`src/rtl/timer_pkg.sv`:
```
// Shared types and elaboration-time helpers for the countdown timer.
package timer_pkg;

   typedef enum logic [1:0] {
      IDLE    = 2'd0,
      RUN     = 2'd1,
      PAUSE   = 2'd2,
      EXPIRED = 2'd3
   } state_t;

   // Clock cycles per countdown tick.
   function automatic int calc_div(input int clk_freq, input int tick_hz);
      return clk_freq / tick_hz;
   endfunction

   // Prescaler counter width; DIV is at least 2, so this is at least 1.
   function automatic int calc_cnt_w(input int div);
      return $clog2(div);
   endfunction

endpackage

```
`src/rtl/tick_gen.sv`:
```
// Prescaler producing one tick every DIV enabled cycles; holds phase when disabled.
module tick_gen
   import timer_pkg::*;
#(
   parameter int CLK_FREQ = 50_000_000,
   parameter int TICK_HZ  = 1
) (
   input  logic clk50M,
   input  logic rst,
   input  logic en,
   input  logic clr,
   output logic tick
);

   localparam int DIV = calc_div(CLK_FREQ, TICK_HZ);
   localparam int CW  = calc_cnt_w(DIV);
   localparam logic [CW-1:0] LAST = CW'(DIV - 1);

   logic [CW-1:0] cnt;

   assign tick = en && (cnt == LAST);

   // Count 0..DIV-1 while enabled, wrap on the tick cycle, clear on request.
   always_ff @(posedge clk50M) begin
      if (rst || clr) begin
         cnt <= '0;
      end else if (en) begin
         cnt <= (cnt == LAST) ? '0 : cnt + CW'(1);
      end
   end

endmodule

```
`src/rtl/countdown_timer.sv`:
```
// Game countdown timer: reload, pause/resume, saturating bonus, warning and timeout.
//
// state   | meaning
// IDLE    | loaded value held, waiting for start
// RUN     | counting down one step per tick
// PAUSE   | countdown frozen, prescaler phase kept
// EXPIRED | reached zero; only load or rst leaves
module countdown_timer
   import timer_pkg::*;
#(
   parameter int CLK_FREQ    = 50_000_000,
   parameter int TICK_HZ     = 1,
   parameter int WIDTH       = 6,
   parameter int INIT_VAL    = 60,
   parameter int MAX_VAL     = 2**WIDTH - 1,
   parameter int WARN_THRESH = 10
) (
   input  logic             clk50M,
   input  logic             rst,
   input  logic             load,
   input  logic [WIDTH-1:0] load_val,
   input  logic             start,
   input  logic             pause,
   input  logic             bonus_en,
   input  logic [WIDTH-1:0] bonus_val,
   output logic [WIDTH-1:0] time_remain,
   output logic             running,
   output logic             sec_tick,
   output logic             warn,
   output logic             expired,
   output logic             timeout
);

   localparam int WP1 = WIDTH + 1;
   localparam logic [WIDTH:0]   MAX_EXT  = WP1'(MAX_VAL);
   localparam logic [WIDTH-1:0] MAX_W    = WIDTH'(MAX_VAL);
   localparam logic [WIDTH:0]   WARN_EXT = WP1'(WARN_THRESH);

   state_t           state;
   logic             tick;
   logic [WIDTH:0]   sum;
   logic [WIDTH-1:0] nxt;
   logic [WIDTH-1:0] load_clamped;
   logic             enter_exp;

   // Net next value from tick and bonus, one extra bit so saturation sees overflow.
   always_comb begin
      sum = {1'b0, time_remain} - {{WIDTH{1'b0}}, tick};
      if (bonus_en) begin
         sum = sum + {1'b0, bonus_val};
      end
      nxt = (sum > MAX_EXT) ? MAX_W : sum[WIDTH-1:0];
   end

   assign load_clamped = ({1'b0, load_val} > MAX_EXT) ? MAX_W : load_val;
   assign enter_exp    = (state == RUN) && (nxt == '0);

   tick_gen #(
      .CLK_FREQ (CLK_FREQ),
      .TICK_HZ  (TICK_HZ)
   ) u_tick_gen (
      .clk50M (clk50M),
      .rst    (rst),
      .en     (state == RUN),
      .clr    (load || enter_exp),
      .tick   (tick)
   );

   // State, remaining time and the two one-cycle pulses.
   always_ff @(posedge clk50M) begin
      if (rst) begin
         state       <= IDLE;
         time_remain <= WIDTH'(INIT_VAL);
         sec_tick    <= 1'b0;
         timeout     <= 1'b0;
      end else begin
         sec_tick <= 1'b0;
         timeout  <= 1'b0;
         if (load) begin
            state       <= IDLE;
            time_remain <= load_clamped;
         end else begin
            case (state)
               IDLE: begin
                  time_remain <= nxt;
                  if (start && (time_remain != '0)) begin
                     state <= RUN;
                  end
               end
               RUN: begin
                  time_remain <= nxt;
                  sec_tick    <= tick;
                  if (nxt == '0) begin
                     state   <= EXPIRED;
                     timeout <= 1'b1;
                  end else if (pause) begin
                     state <= PAUSE;
                  end
               end
               PAUSE: begin
                  time_remain <= nxt;
                  if (start && !pause) begin
                     state <= RUN;
                  end
               end
               default: begin
                  time_remain <= '0;
               end
            endcase
         end
      end
   end

   assign running = (state == RUN);
   assign expired = (state == EXPIRED);
   assign warn    = ({1'b0, time_remain} <= WARN_EXT) && (time_remain != '0) && (state != EXPIRED);

endmodule

```
`config.mk`:
```
export PLATFORM = sky130hd
export DESIGN_NAME = countdown_timer
export DESIGN_NICKNAME = d
export VERILOG_FILES = /design/src/rtl/timer_pkg.sv /design/src/rtl/tick_gen.sv /design/src/rtl/countdown_timer.sv
export SDC_FILE = /design/constraint.sdc
export NUM_CORES = 1
export LEC_CHECK = 0
export ABC_AREA = 1
export BUFFER_PORTS_ARGS = -buffer_cell sky130_fd_sc_hd__buf_2
export CORE_MARGIN = 5
export CORE_UTILIZATION = 55
export DETAILED_ROUTE_END_ITERATION = 6
export GPL_ROUTABILITY_DRIVEN = 0
export PLACE_DENSITY = 0.76
export SETUP_SLACK_MARGIN = 0.02
export SLEW_MARGIN = 20
export SYNTH_ARGS = -nofsm -noshare
export SYNTH_HDL_FRONTEND = slang
export SYNTH_SLANG_ARGS = --single-unit
```
`constraint.sdc`:
```
create_clock -name clk50M -period 7.35 [get_ports clk50M]
set_input_delay 0.3675 -clock clk50M [delete_from_list [all_inputs] [get_ports clk50M]]
set_output_delay 0.3675 -clock clk50M [all_outputs]
set_load 0.02 [all_outputs]
```
==> flow_summary.toml <==
[placement]
dpl.cell_count = 485
dp_hpwl_mm = 4.83
io_buffer_count = 28
pre_cts_slack_ns = 3.53

[clocking]
post_cts_resize_count = 0
clk_pin_slew_worst_paths_ns = 0.07
cts_buffer_depth = 2
clock_latency_ns = 0.29
root_buffer = "clkbuf_8"
post-cts-setup-buffers = 0
cts_buffers = 5
cts_max_level = 2
hold_buffers = 0
cts_tree = "done"
cts_sinks = 36

[setup_path]
crit_path_frequent_cell = "nand2_1"
criticalPathCategory = "reg -> reg"
worstPathRequired_ns = 7.52
path_buf_inv = 3
startpoint_type = "register"
cp_top_family = "simple AND/OR/NAND/NOR gates"
cp_max_fo = 17
slowest_delay_ns = 0.41
crit_arrival_ns = 4.00
crit_slowest_cell = "ha_1"
path_cells = "inv_1 -> nor2_4 -> inv_2 -> nor4_1 -> and3_1 -> ha_1 -> ha_1 -> inv_1 -> nand2_1 -> nand2_1 -> ha_1 -> nand2_1 -> nor2_1 -> nand2_1 -> nand3_2 -> nand2_1 -> nand2_2 -> nand3_1 -> nor2_2 -> nand2_2 -> nand2_4 -> a21oi_1"
end_kind = "register"

[floorplanning]
core_area_um2 = 4660
die_h_um = 78.7
start_util_pct = 55.7
rows = 25
dieArea_um2 = 6190
die_width_um = 78.7
io_pins = 29

[global_routing]
track_usage_pct = 21.0
grt-ovfl-total = 0
grt_pass1_vias = 2473
grt_antenna_before_repair = 0
grt_max_degree = 18
grt_pass1_wl_mm = 10.6

[final_layout]
drive_gt1_share_pct = 13.9
multiInputGateArea_um2 = 1590
fill_cells = 461
final_cells = 492
nNetsFinal = 466
ff_latch_area_um2 = 721
area_growth_pct = 8.88
diodes = 0

[logic_synthesis]
seq_area_frac_synth_pct = 27.8
syn_avg_cell_area_um2 = 6.33
synth_ff_type = "dfxtp_1"
yosysWarnings = 0
synth-edff-count = 0
ys_async_sr_fraction_pct = 0
netlist_area_um2 = 2590
ys_types = 33
synth_seq_cells = 36
synth_nets = 438
syn_inst = 410

[timing]
drv_slew = 0
fin_crit_ns = 3.83
finalSetupViolCount = 0
setup_tns_ns = 0
fmaxAchievable_mhz = 261
fin_worst_skew_ns = 0.00450
post-route-period-util_pct = 52.1
slew_headroom_pct = 70.3
timing.hold.ws_ns = 0.290
rsz0062_at_grt = "no"
tightest_slew_ns = 0.444
finalHoldViolCount = 0
worst_slack_ns = 3.52

[routing]
ant_nets = 0
vias = 2639
totalWireLength_mm = 6.03
drt_iter0_markers = 131
post_drt_wl_per_cell_um = 12.3
avgViaCountPerCell = 5.36
first_pass_iters = 5
drc = 0

[hold_path]
holdCritPathClass = "in -> reg"

[pwr]
p_leak_nw = 1.18
p_per_area_nw_per_um2 = 146
max-vdd-ir-drop_mv = 0.101

[run]
drv.max_cap_violation_count = 0

[outcome]
status = "completed"
## placed cells by master, fill, tap and decap left out
master      netlist  final
nor2_2           11     11
a21oi_2           2      2
clkinv_2          0      1
a2111oi_0         1      1
nand2_1         113    113
and3_1            1      1
clkbuf_8          0      5
xnor2_1           1      1
nor3_2            1      1
fa_1              1      1
nand3_1          33     33
inv_2             2      2
nor2_1           46     46
a21o_1            1      1
a22oi_1           1      1
nor4_1            4      4
ha_1              9      9
o21ai_0           8      8
a21oi_1          16     16
nand2_4           1      1
dfxtp_1          36     36
nor2_4            2      2
and2_1            1      1
xor2_1           16     16
clkinvlp_4        0      1
nand2_2           3      3
o31ai_1           1      1
inv_1            58     58
nor3_1           16     16
nand3_2           4      4
nand4_1          14     14
buf_2             0     28
## worst paths after layout
| check | from | endpoint | slack [ns] | cells past startpoint |
|---|---|---|---|---|
| min | load_val[2] | time_remain[2] | 0.29 | 3 |
| min reg2reg | u_tick_gen.cnt[24] | u_tick_gen.cnt[24] | 0.51 | 2 |
| max | state[0] | u_tick_gen.cnt[17] | 3.52 | 22 |
| max reg2reg | state[0] | u_tick_gen.cnt[17] | 3.52 | 22 |
## where the power goes
| part | internal, mW | switching [mW] |
|---|---|---|
| combinational | 0.0271 | 0.0501 |
| sequential | 0.199 | 0.00431 |
| clock | 0.0641 | 0.0678 |
## synthesized netlist by cell type (3+ instances only)
master | n | area share [%]
xor2_1 | 16 | 5.4
o21ai_0 | 8 | 1.5
inv_1 | 58 | 8.4
nor4_1 | 4 | 0.96
nand2_2 | 3 | 0.72
nor2_1 | 46 | 6.7
nor3_1 | 16 | 3.1
nor2_2 | 11 | 2.7
nand3_2 | 4 | 1.5
nand3_1 | 33 | 6.4
nand4_1 | 14 | 3.4
dfxtp_1 | 36 | 28
nand2_1 | 113 | 16
a21oi_1 | 16 | 3.1
ha_1 | 9 | 4.3
## final cells by class
class | count | area share, %
Clock inverter | 2 | 0.443
Sequential cell | 36 | 25.5
Clock buffer | 5 | 2.44
Timing Repair Buffer | 28 | 4.96
Tap cell | 54 | 2.39
Multi-Input combinational cell | 307 | 56.3
Inverter | 60 | 7.98
## routing by layer
| metal | share of wire (%) | up-vias | GRT usage, % | wire, um |
|---|---|---|---|---|
| li1 | - | 1369 | - | - |
| met1 | 43 | 1167 | 25.2 | 2580 |
| met2 | 49 | 89 | 36.8 | 2950 |
| met3 | 5.7 | 14 | 2.98 | 346 |
| met4 | 2.6 | 0 | 9.27 | 157 |
| met5 | 0 | - | 0 | 0 |
## flip-flops by register name, indices dropped and copies added, names as in the netlist
| signal | count |
|---|---|
| sec_tick | 1 |
| time_remain | 6 |
| state | 2 |
| timeout | 1 |
| u_tick_gen.cnt | 26 |
## per-stage QoR
stage                     cell area [um^2]  power (mW)  utilization (%)
after global placement                2740       0.284             58.8
after floorplan                       2590       0.267                -
after global routing                  2820       0.436             60.6
after detailed placement              2740       0.285             58.8
final                                 2820       0.412             60.6
after CTS                             2820       0.418             60.6
## logic make-up after synthesis
logic type               count (synthesis)  share of synthesized area, %
buffers and inverters                   67                          11.0
XOR/XNOR                                17                          5.74
adder cells (fa/ha/maj)                 10                          5.11
AND/OR/NAND/NOR                        250                          43.9
flip-flops                              36                          27.8
AO/OA/AOI/OAI                           30                          6.51
## worst reg2reg max path, delay by kind of cell (launching register included)
family	cells	cell delay, ns
simple gates	15	1.95
compound gates	1	0.07
buf+inv	3	0.39
flops	1	0.38
fa+ha+maj	3	0.92
(Power assumes the default switching activity.)
